### src/rtl/sms_ram_bank_ctrl_if.sv
// Bus bundle between the AHB slave stage (master modport) and the RAM bank controller (slave modport).
interface sms_ram_bank_ctrl_if;
  logic        ram_sel;
  logic        ram_write;
  logic [2:0]  ram_size;
  logic [16:0] ram_addr;
  logic [31:0] ram_wdata;
  logic        ram_idle;
  logic [31:0] ram_rdata;
  logic        size_err;

  modport master (
    output ram_sel, ram_write, ram_size, ram_addr, ram_wdata, ram_idle,
    input  ram_rdata, size_err
  );

  modport slave (
    input  ram_sel, ram_write, ram_size, ram_addr, ram_wdata, ram_idle,
    output ram_rdata, size_err
  );
endinterface

### src/rtl/sms_ram_bank_ctrl.sv
// 128 KB SRAM bank controller: byte-lane write enables, one-cycle read return, idle light-sleep FSM.
// Optional lane parity (mem_pin/mem_pout/par_err) is enabled by defining SMS_RAM_PARITY_EN.
module sms_ram_bank_ctrl #(
  parameter int unsigned IDLE_TH = 16
) (
  input  logic                i_sys_hclk,
  input  logic                i_sys_rst_b,
  sms_ram_bank_ctrl_if.slave  bus,
  output logic                mem_cen,
  output logic [3:0]          mem_wen,
  output logic [14:0]         mem_addr,
  output logic [31:0]         mem_din,
  input  logic [31:0]         mem_dout,
  output logic                mem_ls,
`ifdef SMS_RAM_PARITY_EN
  output logic [3:0]          mem_pin,
  input  logic [3:0]          mem_pout,
`endif
  output logic                par_err
);

  typedef enum logic [1:0] {
    ACTIVE = 2'd0,
    COUNT  = 2'd1,
    SLEEP  = 2'd2
  } sleep_state_t;

  localparam logic [7:0] IDLE_TH_CNT = 8'(IDLE_TH);

  sleep_state_t state_reg, state_next;
  logic [7:0]   cnt_reg, cnt_next;
  logic         rd_pend_reg;
  logic [31:0]  rdata_hold_reg;
  logic         size_err_reg;

  logic         size_ok;
  logic         acc_ok;
  logic         rd_req;
  logic         idle_cyc;
  logic [3:0]   lane_en;

  // Sizes 011 and above are illegal and never reach the SRAM.
  assign size_ok  = ~bus.ram_size[2] & ~(bus.ram_size[1] & bus.ram_size[0]);
  assign acc_ok   = bus.ram_sel & size_ok;
  assign rd_req   = acc_ok & ~bus.ram_write;
  assign idle_cyc = bus.ram_idle & ~bus.ram_sel;

  // Halfword lanes are chosen by addr[1] only, so a misaligned addr[0] is ignored.
  for (genvar gi = 0; gi < 4; gi++) begin : g_lane
    localparam logic [1:0] LANE = 2'(gi);
    assign lane_en[gi] = (bus.ram_size == 3'b010)
                       | ((bus.ram_size == 3'b001) & (bus.ram_addr[1] == LANE[1]))
                       | ((bus.ram_size == 3'b000) & (bus.ram_addr[1:0] == LANE));
  end

  assign mem_cen  = ~acc_ok;
  assign mem_wen  = (acc_ok & bus.ram_write) ? ~lane_en : 4'hF;
  assign mem_addr = bus.ram_addr[16:2];
  assign mem_din  = bus.ram_wdata;

  assign bus.ram_rdata = rd_pend_reg ? mem_dout : rdata_hold_reg;
  assign bus.size_err  = size_err_reg;

  always_ff @(posedge i_sys_hclk or negedge i_sys_rst_b) begin
    if (!i_sys_rst_b) begin
      rd_pend_reg    <= 1'b0;
      rdata_hold_reg <= 32'h0;
      size_err_reg   <= 1'b0;
    end else begin
      rd_pend_reg  <= rd_req;
      size_err_reg <= bus.ram_sel & ~size_ok;
      if (rd_pend_reg) begin
        rdata_hold_reg <= mem_dout;
      end
    end
  end

  always_ff @(posedge i_sys_hclk or negedge i_sys_rst_b) begin
    if (!i_sys_rst_b) begin
      state_reg <= ACTIVE;
      cnt_reg   <= 8'd0;
    end else begin
      state_reg <= state_next;
      cnt_reg   <= cnt_next;
    end
  end

  // Any request or upstream activity drops straight back to ACTIVE.
  always_comb begin
    state_next = state_reg;
    cnt_next   = cnt_reg;
    case (state_reg)
      ACTIVE: begin
        if (idle_cyc) begin
          state_next = COUNT;
          cnt_next   = 8'd1;
        end
      end
      COUNT: begin
        if (!idle_cyc) begin
          state_next = ACTIVE;
          cnt_next   = 8'd0;
        end else if (cnt_reg >= IDLE_TH_CNT) begin
          state_next = SLEEP;
        end else begin
          cnt_next = cnt_reg + 8'd1;
        end
      end
      SLEEP: begin
        if (!idle_cyc) begin
          state_next = ACTIVE;
          cnt_next   = 8'd0;
        end
      end
      default: begin
        state_next = ACTIVE;
        cnt_next   = 8'd0;
      end
    endcase
  end

  // Light-sleep drops in the wake cycle itself so the waking access sees an awake SRAM.
  assign mem_ls = (state_reg == SLEEP) & ~bus.ram_sel;

`ifdef SMS_RAM_PARITY_EN
  logic [3:0] rd_lanes_reg;
  logic [3:0] dout_par;

  for (genvar gi = 0; gi < 4; gi++) begin : g_par
    assign mem_pin[gi]  = ^bus.ram_wdata[8*gi +: 8];
    assign dout_par[gi] = ^mem_dout[8*gi +: 8];
  end

  always_ff @(posedge i_sys_hclk or negedge i_sys_rst_b) begin
    if (!i_sys_rst_b) begin
      rd_lanes_reg <= 4'h0;
    end else if (rd_req) begin
      rd_lanes_reg <= lane_en;
    end
  end

  assign par_err = rd_pend_reg & |(rd_lanes_reg & (dout_par ^ mem_pout));
`else
  assign par_err = 1'b0;
`endif

endmodule
### src/flat_wrapper.sv
// flat-port wrapper written by rule: the top's interface ports become plain ports
module sms_ram_bank_ctrl_flat 
#(
  parameter int unsigned IDLE_TH = 16
)
  (i_sys_hclk, i_sys_rst_b, mem_cen, mem_wen, mem_addr, mem_din, mem_dout, mem_ls, par_err, bus_ram_sel, bus_ram_write, bus_ram_size, bus_ram_addr, bus_ram_wdata, bus_ram_idle, bus_ram_rdata, bus_size_err);
  sms_ram_bank_ctrl_if bus_i ();
  input  logic i_sys_hclk;
  input  logic i_sys_rst_b;
  output logic mem_cen;
  output logic [3:0] mem_wen;
  output logic [14:0] mem_addr;
  output logic [31:0] mem_din;
  input  logic [31:0] mem_dout;
  output logic mem_ls;
  output logic par_err;
  input wire logic [$bits(bus_i.ram_sel)-1:0] bus_ram_sel;
  input wire logic [$bits(bus_i.ram_write)-1:0] bus_ram_write;
  input wire logic [$bits(bus_i.ram_size)-1:0] bus_ram_size;
  input wire logic [$bits(bus_i.ram_addr)-1:0] bus_ram_addr;
  input wire logic [$bits(bus_i.ram_wdata)-1:0] bus_ram_wdata;
  input wire logic [$bits(bus_i.ram_idle)-1:0] bus_ram_idle;
  output wire logic [$bits(bus_i.ram_rdata)-1:0] bus_ram_rdata;
  output wire logic [$bits(bus_i.size_err)-1:0] bus_size_err;
  assign bus_i.ram_sel = bus_ram_sel;
  assign bus_i.ram_write = bus_ram_write;
  assign bus_i.ram_size = bus_ram_size;
  assign bus_i.ram_addr = bus_ram_addr;
  assign bus_i.ram_wdata = bus_ram_wdata;
  assign bus_i.ram_idle = bus_ram_idle;
  assign bus_ram_rdata = bus_i.ram_rdata;
  assign bus_size_err = bus_i.size_err;
  sms_ram_bank_ctrl #(.IDLE_TH(IDLE_TH)) u_core (.i_sys_hclk(i_sys_hclk), .i_sys_rst_b(i_sys_rst_b), .bus(bus_i), .mem_cen(mem_cen), .mem_wen(mem_wen), .mem_addr(mem_addr), .mem_din(mem_din), .mem_dout(mem_dout), .mem_ls(mem_ls), .par_err(par_err));
endmodule
### config.mk
export PLATFORM = sky130hd
export DESIGN_NAME = sms_ram_bank_ctrl_flat
export DESIGN_NICKNAME = d
export VERILOG_FILES = /design/src/rtl/sms_ram_bank_ctrl_if.sv /design/src/rtl/sms_ram_bank_ctrl.sv /design/src/flat_wrapper.sv
export SDC_FILE = /design/constraint.sdc
export NUM_CORES = 1
export LEC_CHECK = 0
export CAP_MARGIN = 20
export CORE_ASPECT_RATIO = 1.25
export CORE_MARGIN = 4
export CORE_UTILIZATION = 33
export CTS_BUF_LIST = sky130_fd_sc_hd__clkbuf_8 sky130_fd_sc_hd__clkbuf_16
export CTS_CLUSTER_DIAMETER = 120
export DETAILED_ROUTE_END_ITERATION = 10
export GPL_TIMING_DRIVEN = 0
export PLACE_DENSITY = 0.77
export SLEW_MARGIN = 20
export SYNTH_ARGS = -nofsm -noshare
export SYNTH_HDL_FRONTEND = slang
export SYNTH_SLANG_ARGS = --single-unit
### constraint.sdc
create_clock -name i_sys_hclk -period 1.7 [get_ports i_sys_hclk]
set_input_delay 0.425 -clock i_sys_hclk [delete_from_list [all_inputs] [get_ports i_sys_hclk]]
set_output_delay 0.425 -clock i_sys_hclk [all_outputs]
set_load 0.02 [all_outputs]
==> results.py <==
metrics = {
    "pwr": {
        "internal-power_mw": 2.27,
        "clkPwrFrac": 0.238,
        "p_switching_uw": 965,
        "combPwrFrac": 0.371,
        "p_leak_nw": 1.71,
        "p_sw_frac": 0.298,
        "totalPowerFinal_mw": 3.23,
        "power_frac_seq": 0.391,
        "max-vdd-ir-drop_mv": 0.369,
        "powerDensity_nw_per_um2": 872,
    },
    "setup_path": {
        "startpoint_type": "flop",
        "worstSetupPathType": "reg2out",
        "cp.arrival_ps": 1420,
        "endpoint_kind": "primary output",
        "reg2reg_to": "u_core.cnt_reg[4]",
        "critPathLaunch": "u_core.rd_pend_reg",
        "reg2reg_from": "u_core.state_reg[0]",
        "path_cells": "buf_8 -> mux2_2 -> buf_2",
        "critPathTopFamily": "flip-flops",
        "worstRegToRegCells": 4,
        "cpPeakStageDelay_ps": 450,
        "cp_slowest_cell": "dfrtp_2",
        "cp_max_fo": 10,
        "worst-path-buf-inv": 2,
        "reg2reg_setup_slack_ps": 290,
        "crit_required_ps": 1270,
    },
    "routing": {
        "drc": 0,
        "drt-pass1-iter-count": 4,
        "viasPerCell": 4.45,
        "drt-total-wl_um": 5720,
        "ant_nets": 0,
        "drt_iter0_drc": 19,
        "via_count": 1830,
        "drt-wirelength-per-cell_um": 13.9,
    },
    "layout": {
        "instances_no_fill": 411,
        "drive_gt1_frac": 0.448,
        "final_cell_mix": "clkdlybuf4s50_1, buf_4, dfrtp_1, mux2_2, buf_2",
        "finalNetCount": 414,
        "mostFrequentLayoutCell": "clkdlybuf4s50_1",
        "n_antenna_cell": 0,
        "area_growth_syn_to_layout_pct": 68.5,
        "largest_reg_flops": 32,
    },
    "clock_network": {
        "cts_tree": "built",
        "h-tree-depth": 2,
        "clock_latency_ps": 290,
        "clk_pin_slew_ps": 80,
        "cts_root_buffer": "clkbuf_8",
        "clkSinkCount": 44,
        "cts_buffer_depth": 2,
        "cts_buffers": 5,
    },
    "grt": {
        "antenna_found_initial": 0,
        "grt_max_degree": 26,
        "grtUsageTotal": 0.137,
        "first_global_vias": 2056,
        "gr-total-overflow": 0,
        "grt_pass1_wl_um": 8930,
    },
    "timing": {
        "worst_slack_ps": -144,
        "rsz0062_at_grt": "true",
        "fmax_mhz": 542,
        "fin_crit_sh": 1.08,
        "setup-tns-final_ps": -3920,
        "slew_violations": 0,
        "finalSetupViolations": 32,
        "finalHoldViolCount": 0,
        "fin_worst_skew_ps": 4.99,
        "post-route-min-period_ps": 1840,
    },
    "die": {
        "die_x_um": 81.0,
        "fp.coreArea_um2": 6520,
        "initial_core_util": 0.337,
        "ios": 176,
        "dieArea_um2": 8040,
        "fp-row-count": 33,
        "die_h_um": 99.3,
    },
    "run_status": {
        "status": "complete, but fails checks",
        "violations": "negative setup slack",
    },
    "logic_synthesis": {
        "synth_cell_types": 29,
        "syn-instance-count": 187,
        "syn_area_um2": 2200,
        "synth_warnings": 0,
        "yosysTopAreaCell": "dfrtp_1",
        "syn_nets": 278,
        "syn_avg_cell_area_um2": 11.8,
        "seq_area_frac_synth": 0.501,
        "synth.top_cell.area_share": 0.501,
        "synth_area_leaders": "dfrtp_1, buf_4, mux2_2",
        "yosys_register_bits": 44,
    },
    "placed_design": {
        "io_buffers": 127,
        "gp_congestion": 0.806,
        "placedCellCount": 402,
        "hpwl_um": 4590,
    },
    "flow_run": {
        "max_cap_violations": 0,
    },
    "worst_hold_path": {
        "min_path_type": "in2async",
    },
}
-- worst reg2reg max path, cell delays in order, from the launching register on --
cell,delay [ps]
dfrtp_2,440
buf_4,160
nor3_1,360
a21oi_1,160
nor3_1,210
-- how the worst max path moves through the flow --
| stage | depth (start not counted) | slack [ps] | to |
|---|---|---|---|
| 4_1_cts | 3 | -330 | bus_ram_rdata[26] |
| 3_5_place_dp | 5 | -810 | mem_wen[2] |
| 3_3_place_gp | 1 | -1010 | u_core.rdata_hold_reg[13] |
| 2_1_floorplan | 3 | 150 | bus_ram_rdata[21] |
| 6_report | 3 | -140 | bus_ram_rdata[3] |
| 5_1_grt | 3 | -210 | bus_ram_rdata[24] |
-- cell families (layout without fill, tap and decap cells) --
logic type / after synthesis / count (layout) / synth area share
fa+ha+maj: 2 / 2 / 0.0114
compound gates: 20 / 20 / 0.0506
mux: 33 / 33 / 0.168
buf+inv: 56 / 193 / 0.179
simple gates: 28 / 28 / 0.0762
other cells: 1 / 1 / 0.00170
xor+xnor: 3 / 3 / 0.0119
flops: 44 / 44 / 0.501
-- Yosys cell counts (all sizes together) --
master,n
buf,51
dfrtp,44
mux2,32
o21ai,11
nor2b,7
nor2,6
a21oi,5
nand2,4
inv,3
nand2b,3
xor2,3
clkbuf,2
ha,2
nor3,2
nor4,2
a21boi,1
a22o,1
a41oi,1
and2,1
and3,1
conb,1
mux2i,1
nand4,1
o22ai,1
or4,1
-- through the flow --
step	cell area (um2)	hold slack (ps)	setup slack [ps]	utilization
5_1_grt	3710	105	-210	0.568
3_3_place_gp	3580	465	-1010	0.549
3_5_place_dp	3590	418	-805	0.551
2_1_floorplan	2200	129	148	-
4_1_cts	3680	91.8	-330	0.564
6_report	3710	82.2	-144	0.568
-- power by group through the flow --
stage / clock network [mW] / registers, mW / logic [mW]
floorplan: 0 / 1.27 / 0.632
CTS: 0.805 / 1.26 / 1.15
detailed placement: 0 / 1.28 / 1.25
global placement: 0 / 1.27 / 1.22
finish: 0.770 / 1.26 / 1.20
global route: 0.848 / 1.29 / 1.28
-- area by class of cell --
type	count	area, um2
fillers	589	2820
repair buffers	132	1220
flip-flops and latches	44	1100
multi-input cells	87	766
plain buffers	50	390
well taps	87	109
clock buffers	5	68.8
clock inverters	3	38.8
inverters	3	11.3
-- layer usage --
| metal | vias up | global-route usage | part of all wire |
|---|---|---|---|
| li1 | 846 | - | - |
| met1 | 859 | 0.149 | 0.36 |
| met2 | 114 | 0.248 | 0.52 |
| met3 | 11 | 0.0435 | 0.10 |
| met4 | 0 | 0.0442 | 0.017 |
| met5 | - | 0 | 0 |
-- timing repair --
action | CTS | global route
pin swaps | 2 | 2
gates resized for setup | 152 | 85
hold buffers | 0 | 0
endpoints found under the setup margin | 38 | 37
setup buffers | 3 | 1
(Power assumes the default switching activity.)
